[config.mk]
export PLATFORM = sky130hd
export DESIGN_NAME = frac_clk_en_gen
export DESIGN_NICKNAME = d
export VERILOG_FILES = /design/src/rtl/frac_clk_en_gen_pkg.sv /design/src/rtl/frac_clk_en_gen_ch.sv /design/src/rtl/frac_clk_en_gen.sv
export SDC_FILE = /design/constraint.sdc
export NUM_CORES = 1
export LEC_CHECK = 0
export CAP_MARGIN = 20
export CORE_MARGIN = 2
export CORE_UTILIZATION = 63
export DETAILED_ROUTE_END_ITERATION = 8
export GPL_ROUTABILITY_DRIVEN = 0
export PLACE_DENSITY = 0.82
export SKIP_CTS_REPAIR_TIMING = 1
export SYNTH_ARGS = -nofsm -noshare
export SYNTH_HDL_FRONTEND = slang
export SYNTH_SLANG_ARGS = --single-unit
[constraint.sdc]
create_clock -name clk -period 5.4 [get_ports clk]
set_input_delay 0.81 -clock clk [delete_from_list [all_inputs] [get_ports clk]]
set_output_delay 0.81 -clock clk [all_outputs]
set_load 0.03 [all_outputs]
[src/rtl/frac_clk_en_gen_pkg.sv]
// Shared constants and types for the fractional clock-enable generator.
// Channel 0 drives the sample rate; channels 1 and 2 drive the timers.
package frac_clk_en_gen_pkg;

    localparam int NUM_CLK_EN_CH     = 3;
    localparam int CLK_EN_ACC_WIDTH  = 24;

    localparam int CLK_EN_SAMPLE     = 0;
    localparam int CLK_EN_TIMER1     = 1;
    localparam int CLK_EN_TIMER2     = 2;

    typedef struct packed {
        logic [CLK_EN_ACC_WIDTH-1:0] inc;
        logic [CLK_EN_ACC_WIDTH-1:0] mod;
    } clk_en_cfg_t;

endpackage

[src/rtl/frac_clk_en_gen_ch.sv]
// One fractional clock-enable channel: phase accumulator modulo mod,
// stepping by inc, pulsing clk_en on every wrap.
module frac_clk_en_ch #(
    parameter int ACC_WIDTH   = 24,
    parameter int DEFAULT_MOD = 256
) (
    input  logic                 clk,
    input  logic                 reset_n,
    input  logic                 wr,
    input  logic [ACC_WIDTH-1:0] wr_inc,
    input  logic [ACC_WIDTH-1:0] wr_mod,
    input  logic                 en,
    input  logic                 restart,
    output logic                 clk_en,
    output logic                 cfg_err
);

    localparam logic [ACC_WIDTH-1:0] MOD_RST = ACC_WIDTH'(DEFAULT_MOD);
    localparam logic [ACC_WIDTH-1:0] INC_RST = ACC_WIDTH'(1);

    logic [ACC_WIDTH-1:0] acc;
    logic [ACC_WIDTH-1:0] inc;
    logic [ACC_WIDTH-1:0] mod;
    logic [ACC_WIDTH:0]   sum;
    logic [ACC_WIDTH-1:0] wrap;
    logic                 hit;
    logic                 bad_cfg;

    // Full-width sum; acc < mod and inc <= mod keep the wrapped value in range.
    assign sum     = {1'b0, acc} + {1'b0, inc};
    assign hit     = sum >= {1'b0, mod};
    assign wrap    = sum[ACC_WIDTH-1:0] - mod;
    assign bad_cfg = (wr_mod == '0) || (wr_inc > wr_mod);

    always_ff @(posedge clk or negedge reset_n) begin
        if (!reset_n) begin
            acc     <= '0;
            inc     <= INC_RST;
            mod     <= MOD_RST;
            clk_en  <= 1'b0;
            cfg_err <= 1'b0;
        end else if (wr) begin
            acc     <= '0;
            inc     <= wr_inc;
            mod     <= wr_mod;
            clk_en  <= 1'b0;
            cfg_err <= bad_cfg;
        end else if (restart) begin
            acc    <= '0;
            clk_en <= 1'b0;
        end else if (en && !cfg_err) begin
            acc    <= hit ? wrap : sum[ACC_WIDTH-1:0];
            clk_en <= hit;
        end else begin
            clk_en <= 1'b0;
        end
    end

endmodule

[src/rtl/frac_clk_en_gen.sv]
// Fractional clock-enable generator: NUM_CH independent channels,
// the top only steers configuration writes to the addressed channel.
module frac_clk_en_gen
    import frac_clk_en_gen_pkg::*;
#(
    parameter int NUM_CH      = NUM_CLK_EN_CH,
    parameter int ACC_WIDTH   = CLK_EN_ACC_WIDTH,
    parameter int DEFAULT_MOD = 256,
    localparam int CH_W       = (NUM_CH > 1) ? $clog2(NUM_CH) : 1
) (
    input  logic                 clk,
    input  logic                 reset_n,
    input  logic                 cfg_wr,
    input  logic [CH_W-1:0]      cfg_ch,
    input  logic [ACC_WIDTH-1:0] cfg_inc,
    input  logic [ACC_WIDTH-1:0] cfg_mod,
    input  logic [NUM_CH-1:0]    ch_en,
    input  logic [NUM_CH-1:0]    restart,
    output logic [NUM_CH-1:0]    clk_en,
    output logic [NUM_CH-1:0]    cfg_err
);

    logic [NUM_CH-1:0] wr_sel;

    // Out-of-range channel numbers select nothing and are dropped.
    for (genvar i = 0; i < NUM_CH; i++) begin : g_ch
        assign wr_sel[i] = cfg_wr && (cfg_ch == CH_W'(i));

        frac_clk_en_ch #(
            .ACC_WIDTH   (ACC_WIDTH),
            .DEFAULT_MOD (DEFAULT_MOD)
        ) u_ch (
            .clk     (clk),
            .reset_n (reset_n),
            .wr      (wr_sel[i]),
            .wr_inc  (cfg_inc),
            .wr_mod  (cfg_mod),
            .en      (ch_en[i]),
            .restart (restart[i]),
            .clk_en  (clk_en[i]),
            .cfg_err (cfg_err[i])
        );
    end

endmodule

==> results_tabular.tex <==
\begin{tabular}{lr}
\hline
Metric & Value \\
\hline
\multicolumn{2}{l}{\textbf{STA}} \\
Final Max Slew Viols & 0 \\
Final clock skew & 0.00854 ns \\
Fin crit share & 94.6\% \\
Endpoints failing setup & 0 \\
Final hold violations & 0 \\
Relative slew margins & 34.0\% \\
Worst-margin pin slew & 0.990 ns \\
RSZ-0062 raised after global routing & false \\
Final Hold Slack & 0.316 ns \\
Setup TNS & 0 ns \\
Final critical-path required period & 5.11 ns \\
Setup slack after layout & 0.292 ns \\
Max Clk Rate & 196 MHz \\
\multicolumn{2}{l}{\textbf{Pwr}} \\
Areal power density over the cells & 702 mW/mm2 \\
Clock power share & 16.4\% \\
Total Power Consumption & 12.9 mW \\
Relative contribution of combinational cells to total power & 65.7\% \\
Net switching power figure & 5.82 mW \\
Sequential share of power & 17.9\% \\
Switching fraction of total power & 45.2\% \\
Total internal power & 7.05 mW \\
Static Leak & 8.68 nW \\
Worst vdd ir & 440 uV \\
\multicolumn{2}{l}{\textbf{Synth}} \\
Cells after Synth & 1792 \\
Yosys warnings & 0 \\
Commonest cells in the netlist & 216 x dfrtp\_1, 205 x nand2\_1, 181 x o21ai\_0 \\
Post-synth EDFFs & 0 \\
Area of the mapped netlist & 0.0163 mm2 \\
Top-count cell post-synth & dfrtp\_1 \\
Async SR Flop Fraction & 100\% \\
Post-synthesis average cell area & 9.12 um2 \\
Most common flop cell mapped by yosys & dfrtp\_1 \\
Mapped Nets & 2025 \\
Number of distinct library cells after synthesis & 80 \\
Largest cells by area after synthesis & dfrtp\_1 33\%, ha\_1 13\%, o21ai\_0 5.5\%, mux2\_2 5.0\%, nand2\_1 4.7\% \\
Number of synthesized register bits & 222 \\
Share of Yosys cell area claimed by the top area cell type & 33.1\% \\
Cell type with the highest aggregate area in the netlist & dfrtp\_1 \\
Post-synthesis sequential area ratio & 34.0\% \\
\multicolumn{2}{l}{\textbf{Placement}} \\
Port buffer count & 64 \\
Placed insts & 2148 \\
Post-placement worst setup slack & 0.306 ns \\
Placed inst area & 0.0173 mm2 \\
Detail Placement HPWL & 33.3 mm \\
\multicolumn{2}{l}{\textbf{Floorplan}} \\
Die width & 165 um \\
Overall die area & 0.0272 mm2 \\
Initial cell density of the core & 64.5\% \\
\# rows & 58 \\
Std-Cell Core Area & 0.0253 mm2 \\
Height of the chip & 165 um \\
Number of primary I/O pins & 65 \\
\multicolumn{2}{l}{\textbf{Worst setup path}} \\
Cells along the critical path & ha\_1, inv\_1, fa\_1, nand2b\_1, a21oi\_1, o21ai\_2, o21ai\_2, a221oi\_4, o41ai\_4, nand3\_1, nand2\_1, xnor2\_1, inv\_1, ha\_1, a21o\_1, a211o\_1, a21oi\_1, o21ai\_1, a21oi\_4, buf\_4, mux2i\_1, o21ai\_1 \\
Setup crit end kind & register \\
Cell with the biggest individual delay on the critical path & dfstp\_2 \\
Path type of the worst setup path & register to register \\
Startpoint Class & register \\
Highest fanout seen on the critical path & 17 \\
Count of buffer and inverter cells on the critical path & 3 \\
Max stage delay on crit path & 0.53 ns \\
Worst EP required & 5.80 ns \\
Worst endpoint data arrival time & 5.51 ns \\
CP top delay family & compound AO/OA/AOI/OAI gates \\
\multicolumn{2}{l}{\textbf{Clocking}} \\
TritonCTS Sinks & 222 \\
Num CTS Buffers & 26 \\
Number of levels the H-tree was split into & 1 \\
Source-to-sink clock delay at the later pin of the worst-skew pair & 0.55 ns \\
Clock-pin slew on the worst setup and hold paths & 0.06 ns \\
Buffer levels on the longest clock path & 3 \\
Library cell used as clock root buffer & clkbuf\_16 \\
TritonCTS clock tree & built \\
\multicolumn{2}{l}{\textbf{Drt}} \\
Iteration count of the initial detailed-routing pass & 5 \\
Vias & 14000 \\
Post-route DRC & 0 \\
First DRT Iteration DRCs & 1260 \\
Routed WL & 45.0 mm \\
Avg Vias per Cell & 6.36 \\
DRT antenna net count & 0 \\
Routed wire length per instance & 20.5 um \\
\multicolumn{2}{l}{\textbf{Global routing}} \\
Number of antenna violations at the first check in global routing & 0 \\
Wire length of the first global-routing pass & 71.1 mm \\
Overall global routing resource usage & 33.5\% \\
Largest net degree at the start of global routing & 120 \\
Remaining global-route overflow & 0 \\
Via count of the first global-routing pass & 13600 \\
\multicolumn{2}{l}{\textbf{Layout}} \\
Area of all placed cells without fillers & 0.0183 mm2 \\
Register cell area after layout & 0.00556 mm2 \\
Ratio of cells with drive above 1 in the final layout & 9.49\% \\
Area added between synthesis and finish & 12.2\% \\
Inserted Diodes & 0 \\
Post-Route Utilization & 72.4\% \\
Filler cells & 1853 \\
Final Non-Filler Cells & 2196 \\
Nets & 2079 \\
Area occupied by multi-input gates & 0.0101 mm2 \\
\multicolumn{2}{l}{\textbf{Min path}} \\
Type of the most critical hold path & primary input to async pin \\
\multicolumn{2}{l}{\textbf{Status}} \\
Status & finished, final reports clean \\
\multicolumn{2}{l}{\textbf{Run}} \\
Reported max-cap violation count & 0 \\
\hline
\end{tabular}
==> cell type report <==
| cell class | count | area share, % |
|---|---|---|
| Multi-Input combinational cell | 1383 | 54.9 |
| Sequential cell | 222 | 30.3 |
| Timing Repair Buffer | 81 | 4.22 |
| Clock buffer | 32 | 3.95 |
| Inverter | 132 | 2.70 |
| Tap cell | 330 | 2.25 |
| Clock inverter | 16 | 1.67 |
==> worst reg2reg max path, delay by kind of cell (launching register included) <==
| family | cells | cell delay, ns |
|---|---|---|
| AOI/OAI and AO/OA | 11 | 2.24 |
| adders and majority gates | 3 | 0.92 |
| xor gates and xnor gates | 1 | 0.14 |
| and+or+nand+nor | 3 | 0.41 |
| DFF | 1 | 0.53 |
| muxes | 1 | 0.27 |
| buffers and inverters | 3 | 0.46 |
==> worst paths after layout <==
kind / startpoint / endpoint / slack (ns) / depth (start not counted)
setup / recovery: g_ch[0].u_ch.inc[0]$_DFFE_PN1P_ / g_ch[0].u_ch.acc[14]$_DFFE_PN0P_ / 0.29 / 22
hold / removal: reset_n / g_ch[1].u_ch.acc[13]$_DFFE_PN0P_ / 0.32 / 1
setup reg to reg: g_ch[0].u_ch.inc[0]$_DFFE_PN1P_ / g_ch[0].u_ch.acc[14]$_DFFE_PN0P_ / 0.29 / 22
hold reg to reg: g_ch[1].u_ch.mod[23]$_DFFE_PN0P_ / g_ch[1].u_ch.mod[23]$_DFFE_PN0P_ / 0.48 / 2
max in group asynchronous: reset_n / g_ch[2].u_ch.acc[6]$_DFFE_PN0P_ / 3.74 / 2
min in group clk: g_ch[1].u_ch.mod[23]$_DFFE_PN0P_ / g_ch[1].u_ch.mod[23]$_DFFE_PN0P_ / 0.48 / 2
==> kinds of logic after synthesis <==
family / after synthesis / synth area share [%]
AOI/OAI and AO/OA: 512 / 20.1
and+or+nand+nor: 456 / 13.2
DFF: 222 / 34.0
buffers and inverters: 187 / 4.67
adders and majority gates: 174 / 13.6
muxes: 123 / 8.09
xor gates and xnor gates: 118 / 6.33
==> cells in the final DEF, fill, tap and decap left out, types with 5 or more instances in the layout <==
cell type | Yosys | final
dfrtp_1 | 216 | 216
nand2_1 | 205 | 205
o21ai_0 | 181 | 181
ha_1 | 168 | 168
inv_1 | 132 | 132
a21oi_1 | 118 | 118
xnor2_1 | 84 | 84
mux2_2 | 73 | 73
nor2_1 | 67 | 67
clkdlybuf4s50_1 | 0 | 63
mux2i_1 | 50 | 50
a21o_1 | 44 | 44
xor2_1 | 34 | 34
nand2b_1 | 31 | 31
nor3_1 | 29 | 28
clkbuf_16 | 0 | 27
nand4_1 | 23 | 23
nor2b_1 | 21 | 21
o21a_1 | 21 | 21
nand3_1 | 20 | 20
a211oi_1 | 19 | 19
buf_4 | 7 | 17
o21bai_1 | 15 | 15
nor4_1 | 11 | 11
o211ai_1 | 10 | 10
and3_1 | 10 | 10
a221o_1 | 10 | 10
and2_1 | 10 | 10
a22o_1 | 8 | 8
a31oi_1 | 8 | 8
o21ai_1 | 8 | 8
bufinv_16 | 0 | 8
a31o_2 | 6 | 6
or3_1 | 6 | 6
fa_1 | 6 | 6
dfstp_2 | 6 | 6
a21boi_0 | 5 | 5
nand3b_1 | 5 | 5
==> flip-flops by register name, summed over array words and instances, names as in the netlist <==
register,count
g_ch.u_ch.acc,72
g_ch.u_ch.inc,72
g_ch.u_ch.mod,72
g_ch.u_ch.cfg_err,3
g_ch.u_ch.clk_en,3
==> power groups by stage <==
stage	logic, mW	registers (mW)	clock network [mW]
floorplan	6.64	2.23	0
detailed placement	8.19	2.32	0
CTS	8.28	2.29	2.12
global placement	7.95	2.30	0
finish	8.46	2.30	2.11
global route	9.27	2.34	2.19
==> layer usage <==
layer  up-vias  global-route usage (%)  wire, um
li1       6530                       -         -
met1      6710                    45.0     18800
met2       568                    54.3     20600
met3       149                    4.67      3510
met4         0                    14.5      2120
met5         -                       0         0
No activity file was read; power rests on OpenSTA's default activity.
